## src/rtl/seq_det_pkg.sv

```systemverilog
// ============================================================================
// Module   : seq_det_pkg
// Brief    : Shared constants, config struct and width helper for the
//            parameterisable serial sequence detector.
// Revision : 1.0 - initial release
// ============================================================================
`default_nettype none

package seq_det_pkg;

    localparam int         c_PAT_MAX_W   = 32;
    localparam int         c_LEN_MAX_W   = 6;
    localparam logic [7:0] c_DEF_PAT     = 8'b0000_1101;
    localparam int         c_DEF_LEN     = 4;
    localparam bit         c_DEF_OVERLAP = 1'b1;

    // Sized for the largest legal pattern so one type serves every MAX_LEN.
    typedef struct packed {
        logic [c_PAT_MAX_W-1:0] pattern;
        logic [c_LEN_MAX_W-1:0] len;
        logic                   overlap;
    } seq_det_cfg_t;

    function automatic int seq_det_len_w(input int max_len);
        return $clog2(max_len + 1);
    endfunction

endpackage

`default_nettype wire

```

## src/rtl/seq_det_match_cnt.sv

```systemverilog
// ============================================================================
// Module   : seq_det_match_cnt
// Brief    : Saturating match tally with synchronous clear.
// Revision : 1.0 - initial release
// ============================================================================
`default_nettype none

module seq_det_match_cnt #(
    parameter int CNT_W = 16
) (
    input  logic             clk,
    input  logic             sync_reset,
    input  logic             clear,
    input  logic             inc,
    output logic [CNT_W-1:0] count
);

    logic [CNT_W-1:0] r_count;

    always_ff @(posedge clk) begin
        if (sync_reset || clear) begin
            r_count <= '0;
        end else if (inc && (r_count != '1)) begin
            r_count <= r_count + CNT_W'(1);
        end
    end

    assign count = r_count;

endmodule

`default_nettype wire

```

## src/rtl/seq_detector_param.sv

```systemverilog
// ============================================================================
// Module   : seq_detector_param
// Brief    : Runtime-configurable serial pattern detector with overlap
//            control. Define SEQ_DET_COUNT_EN to add the match_count port.
// Revision : 1.0 - initial release
// ============================================================================
`default_nettype none

module seq_detector_param
    import seq_det_pkg::*;
#(
    parameter int                 MAX_LEN     = 8,
    parameter int                 CNT_W       = 16,
    parameter logic [MAX_LEN-1:0] DEF_PAT     = MAX_LEN'(c_DEF_PAT),
    parameter int                 DEF_LEN     = c_DEF_LEN,
    parameter bit                 DEF_OVERLAP = c_DEF_OVERLAP,
    localparam int                LEN_W       = seq_det_len_w(MAX_LEN)
) (
    input  logic               clk,
    input  logic               sync_reset,
    input  logic               in_valid,
    input  logic               in_stream,
    input  logic               cfg_load,
    input  logic [MAX_LEN-1:0] cfg_pattern,
    input  logic [LEN_W-1:0]   cfg_len,
    input  logic               cfg_overlap,
    output logic               match,
    output logic [LEN_W-1:0]   fill
`ifdef SEQ_DET_COUNT_EN
    ,
    output logic [CNT_W-1:0]   match_count
`endif
);

    localparam int                     c_DEF_LEN_CL = (DEF_LEN > MAX_LEN) ? MAX_LEN : DEF_LEN;
    localparam logic [c_LEN_MAX_W-1:0] c_RST_LEN    = c_LEN_MAX_W'(c_DEF_LEN_CL);

    function automatic logic [c_LEN_MAX_W-1:0] clamp_len(input logic [c_LEN_MAX_W-1:0] len);
        return (int'(len) > MAX_LEN) ? c_LEN_MAX_W'(MAX_LEN) : len;
    endfunction

    seq_det_cfg_t           r_cfg;
    logic [MAX_LEN-1:0]     r_hist;
    logic [LEN_W-1:0]       r_fill;
    logic                   r_match;

    logic                   w_accept;
    logic                   w_hit;
    logic [c_PAT_MAX_W:0]   w_window;
    logic [c_PAT_MAX_W:0]   w_mask;
    logic [c_PAT_MAX_W:0]   w_pat;
    logic [c_LEN_MAX_W:0]   w_fill_inc;
    logic [c_LEN_MAX_W-1:0] w_fill_next;

    // A bit arriving alongside cfg_load belongs to the old configuration and is dropped.
    assign w_accept   = in_valid & ~cfg_load;
    assign w_window   = {c_PAT_MAX_W'(r_hist), in_stream};
    assign w_mask     = ~({(c_PAT_MAX_W + 1){1'b1}} << r_cfg.len);
    assign w_pat      = {1'b0, r_cfg.pattern};
    assign w_fill_inc = (c_LEN_MAX_W + 1)'(r_fill) + (c_LEN_MAX_W + 1)'(1);

    assign w_hit = w_accept
                && (r_cfg.len != '0)
                && (w_fill_inc >= {1'b0, r_cfg.len})
                && ((w_window & w_mask) == (w_pat & w_mask));

    always_comb begin
        w_fill_next = c_LEN_MAX_W'(r_fill);
        if (w_hit) begin
            w_fill_next = r_cfg.overlap ? r_cfg.len : '0;
        end else if (w_fill_inc <= {1'b0, r_cfg.len}) begin
            w_fill_next = w_fill_inc[c_LEN_MAX_W-1:0];
        end
    end

    always_ff @(posedge clk) begin
        if (sync_reset) begin
            r_cfg   <= '{pattern: c_PAT_MAX_W'(DEF_PAT), len: c_RST_LEN, overlap: DEF_OVERLAP};
            r_hist  <= '0;
            r_fill  <= '0;
            r_match <= 1'b0;
        end else if (cfg_load) begin
            r_cfg   <= '{pattern: c_PAT_MAX_W'(cfg_pattern),
                         len:     clamp_len(c_LEN_MAX_W'(cfg_len)),
                         overlap: cfg_overlap};
            r_hist  <= '0;
            r_fill  <= '0;
            r_match <= 1'b0;
        end else begin
            r_match <= w_hit;
            if (in_valid) begin
                r_hist <= {r_hist[MAX_LEN-2:0], in_stream};
                r_fill <= LEN_W'(w_fill_next);
            end
        end
    end

    assign match = r_match;
    assign fill  = r_fill;

`ifdef SEQ_DET_COUNT_EN
    seq_det_match_cnt #(
        .CNT_W (CNT_W)
    ) u_match_cnt (
        .clk        (clk),
        .sync_reset (sync_reset),
        .clear      (cfg_load),
        .inc        (w_hit),
        .count      (match_count)
    );
`endif

endmodule

`default_nettype wire

```

## config.mk

```make
export PLATFORM = sky130hd
export DESIGN_NAME = seq_detector_param
export DESIGN_NICKNAME = d
export VERILOG_FILES = /design/src/rtl/seq_det_pkg.sv /design/src/rtl/seq_det_match_cnt.sv /design/src/rtl/seq_detector_param.sv
export SDC_FILE = /design/constraint.sdc
export NUM_CORES = 1
export LEC_CHECK = 0
export CAP_MARGIN = 20
export CORE_UTILIZATION = 40
export CTS_CLUSTER_SIZE = 24
export DETAILED_ROUTE_END_ITERATION = 16
export GPL_TIMING_DRIVEN = 0
export PLACE_DENSITY = 0.66
export SYNTH_ARGS = -nofsm -noshare
export SYNTH_HDL_FRONTEND = slang
export SYNTH_HIERARCHICAL = 1
export SYNTH_SLANG_ARGS = --single-unit
```

## constraint.sdc

```tcl
create_clock -name clk -period 2.6 [get_ports clk]
set_input_delay 0.52 -clock clk [delete_from_list [all_inputs] [get_ports clk]]
set_output_delay 0.52 -clock clk [all_outputs]
set_load 0.1 [all_outputs]
```

-- Word-level counts from Yosys, hierarchy flattened
Index checks and enable logic that the tools add are counted.
- add/sub/neg operators: 1
- $lt $le $gt $ge: 3
- eq/ne operators: 1
- shift operators: 1
- multiplexer cells: 4
- bitwise operators: 5
- reduce and logical (&&, ||, !) cells: 7
- operators with widths (kind ; number):
    8-bit by 33-bit AND with 33-bit output ; 1
    9-bit by 33-bit AND with 33-bit output ; 1
    33-bit == test ; 1
    33-bit NOT ; 1
    33-bit by 4-bit << shifter with 33-bit output (first input constant) ; 1
    4-bit two-way mux ; 4
    6-bit nonzero test ; 1
    4-bit by 1-bit adder with 5-bit output (second input constant) ; 1
    5-bit by 4-bit >= comparator with 1-bit output ; 1
    5-bit by 4-bit less-or-equal comparator with 1-bit output ; 1
    4-bit > comparator (second input constant) ; 1
    1-bit logical AND ; 3
    2-bit AND reduction ; 1
    2-bit nonzero test ; 1
    2-bit OR reduction ; 1
    1-bit AND ; 1
    1-bit NOT ; 1
- register bits: 26
- bits of input ports: 18

-- Depth between registers and ports, before layout
- depth after elaboration: 7
- gate-level depth with buffers: 9
- depth with buffers taken out: 9

-- Worst setup path after synthesis
Ideal clock, no wire load.
- kind: register -> register
- start: register r_fill[0] (netlist: fill[0])
- end: register r_fill[0] (netlist: fill[0])
- data arrival time: 2.791 ns
- required time: 2.531 ns
- setup slack: -0.260 ns
- stages on the path, launching flop included: 10
- buffers on the path: 0
- period minus slack after synthesis: 2.860 ns
- cells stage by stage: dfxtp_1 ha_1 xor2_1 ha_1 a21o_1 a21oi_1 nand3_1 nand3_2 mux2_2 a21oi_2
- word-level cells in the longest chain between the ends: 6
- RTL lines (what ; RTL line ; source):
    start: declaration ; seq_detector_param.sv:44 ; logic [LEN_W-1:0] r_fill;
    start signal: assignment ; seq_detector_param.sv:93 ; r_fill <= LEN_W'(w_fill_next);
    4-bit by 1-bit adder with 5-bit output (*) ; seq_detector_param.sv:60 ; assign w_fill_inc = (c_LEN_MAX_W + 1)'(r_fill) + (c_LEN_MAX_W + 1)'(1);
    5-bit by 4-bit >= comparator with 1-bit output ; seq_detector_param.sv:64 ; && (w_fill_inc >= {1'b0, r_cfg.len})
    1-bit logical AND ; seq_detector_param.sv:64 ;
    1-bit logical AND ; seq_detector_param.sv:65 ; && ((w_window & w_mask) == (w_pat & w_mask));
    2-bit nonzero test (no line) ; - ;
    2-bit AND reduction (no line) ; - ;
Mark *: on every way between the ends. The rest lies on a longest branch, timed or not. The select of a mux whose other input is x is not followed.
A chain may end at the register's enable or synchronous reset.

-- Final worst setup path
- start: register r_fill[3] (netlist: fill[3])
- end: output port fill[3]
- RTL lines (what ; RTL line ; source):
    end: declaration ; seq_detector_param.sv:28 ; output logic [LEN_W-1:0] fill
No word-level cell between the ends.

==> run metrics <==
outcome=complete, no violations; clock-pin transition on the worst setup and hold timing paths=0.14 ns; cts hold-fix bufs=0; YS warnings=6; fin area=between 1500 and 2000 um^2; maximum buffer depth of the clock tree=2; Reg-to-Reg Start=fill[0]; Post-Syn Area per Cell=around 9.3 um^2; maxcap violations=0; Worst Hold Class=flop to flop; crit path launch=fill[3]; Synth Register Bits=26; final net count=just under 200; storage element area=around 520 um^2; RSZ-0062 raised after global routing=false; worst-path cell chain=clkdlybuf4s50_1; Seq pwr share=between 50% and 60%; IO buf count=21; Worst VDD drop=0.240 mV; switching portion of total power=between 20% and 30%; pwr dens=between 400 and 500 nW/um^2; num rows=20; setup ws final=between 0.15 and 0.2 ns; Power Total=~0.77 mW; # H-tree levels=1; crit path kind=flop to output pin; CTS tree=yes; Remaining Overflow, GRT=0; largest delay contributor family on the critical path=buffers and inverters; largest net degree at the start of global routing=14; final setup fails=0; Synth Cell Area=between 1000 and 1500 um^2; clock latency at the later pin of the worst-skew pair=about 0.31 ns; synthesized instance count=between 100 and 150; post-cts sizing count=0; die height=a little over 60 um; Diodes inserted=0; CTS buffer count=3; final core occ=~53%; Tot GR Track Use=between 10% and 20%; Clock power frac=about 22%; Worst Hold Launch=fill[2]; Post-CTS Setup Inserts=0; Logic pwr share=22.2%; final slew viol count=0; wire per inst=around 12 um; core area=roughly 3200 um^2; antenna violations before repair=0; DR pass1 iterations=4; Synth-to-Final Area Change=21.3%; boundary pin count=23; Post-Syn Nets=170; Final Hold Viols=0; # fillers=just over 300; DP HPWL=2.06 mm; FMAX=415 MHz; Critical Path Source Type=flop; Seq/Total Area, Yosys=between 30% and 40%; Psw=approximately 0.22 mW; CP Max Fanout=4; CP bufs+invs=1; DP Worst Slack=0.200 ns; clk_skew=0.00910 ns; gpl congestion=slightly above 0.8; Tcrit/Tclk final=a little over 90%; number of vias per cell=5.12; vias in the first global route=slightly below 1000; CTS Root Cell=clkbuf_4; slew margin rel.=between 30% and 40%; min cycle time layout=roughly 2.4 ns; Vias=1101; Worst Path Required=between 2 and 2.5 ns; share of layout cells above drive strength 1=between 10% and 20%; DP Area=1640 um^2; Crit-path slowest cell=clkdlybuf4s50_1; die width=60.6 um; leakage power=0.652 nW; Total Wirelength=approximately 2.7 mm; first-pass GRT wire length=roughly 4.4 mm; setup TNS=0 ns; die area=~3700 um^2; Synth cell types=39; remaining antenna violation count after routing=0; CP Capture Type=output pin; footprint of the multi-input gates=792 um^2; Worst EP arrival=roughly 1.9 ns; drc violations=0; worst slew pin tran=0.962 ns; Iter 0 DRT Violations=42; Initial Util=roughly 43%; # clock sinks=26; Critical Path Max Stage Delay=1.15 ns; P_int=between 0.5 and 0.6 mW
## stage by stage
step	cells	hold WS, ns
final	215	0.533
after global routing	215	0.556
after CTS	215	0.532
after detailed placement	212	0.512
after global placement	212	0.496
after floorplan	147	0.482
## state kept, by name, summed over array words and instances (netlist names)
signal,count
fill,4
match,1
r_cfg,13
r_hist,8
## final timing paths
check / end / slack, ns / cells past startpoint
max: fill[3] / 0.19 / 1
min: fill[2] / 0.53 / 2
max reg2reg: fill[0] / 0.24 / 9
min reg2reg: fill[2] / 0.53 / 2
## Yosys cell counts, drive strengths merged
cell type  count  area [um^2]
a211o          4         35.0
a21boi         1         7.51
a21o           1         7.51
a21oi         11         58.8
a22o           1         8.76
a2bb2oi        2         17.5
a31oi          1         6.26
a32o           1         11.3
and3           1         6.26
buf            4         25.0
clkbuf         3         11.3
dfxtp         26          521
ha             5         62.6
inv            6         22.5
mux2           2         26.3
mux2i         14          140
nand2          9         33.8
nand2b         1         6.26
nand3          5         30.0
nand3b         2         15.0
nand4          1         6.26
nor2          19         71.3
nor2b          4         25.0
nor3           1         16.3
nor4           2         27.5
o21ai          5         25.0
o221ai         1         15.0
o22ai          2         12.5
o311ai         1         26.3
or2            1         6.26
xnor2          9         78.8
xor2           1         8.76
## power groups by stage
stage          sequential (mW)  clock [mW]  combinational, mW
2_1_floorplan            0.457           0             0.0983
3_3_place_gp             0.438           0              0.167
3_5_place_dp             0.439           0              0.170
4_1_cts                  0.430       0.175              0.171
5_1_grt                  0.433       0.190              0.185
6_report                 0.430       0.166              0.170
## placed cells by master, fill, tap and decap left out, types with 2 or more instances in the layout
cell	synthesis	routed
clkdlybuf4s50_1	0	21
buf_2	2	2
o22ai_1	2	2
inv_1	6	6
ha_1	5	5
dfxtp_2	0	3
nand3b_1	2	2
a211o_1	4	4
nand3_1	4	4
nor2_1	19	19
nor2b_1	4	4
clkbuf_4	0	3
clkbuf_1	3	3
o21ai_0	4	4
dfxtp_1	26	23
a21oi_1	10	10
mux2i_1	14	14
xnor2_1	9	9
a2bb2oi_1	2	2
nand2_1	9	9
## layout make-up
cell class	count	area share, %
tap	44	3.31
sequential	26	31.5
inverter	6	1.35
timing repair buffer	21	12.6
multi-input combinational	108	47.6
buffer	7	2.18
clock buffer	3	1.35
## logic make-up after synthesis
logic type,synth area share (%)
compound gates,16.9
mux,12.1
flops,38.0
xor+xnor,6.39
buf+inv,4.29
simple gates,17.8
fa+ha+maj,4.56
## per-layer routing
layer	up-vias	track usage [%]	share of wire [%]
li1	568	-	-
met1	511	20.6	47
met2	18	28.4	49
met3	4	1.92	2.9
met4	0	4.87	1.1
met5	-	0	0
Power figures use the tool's default switching activity.
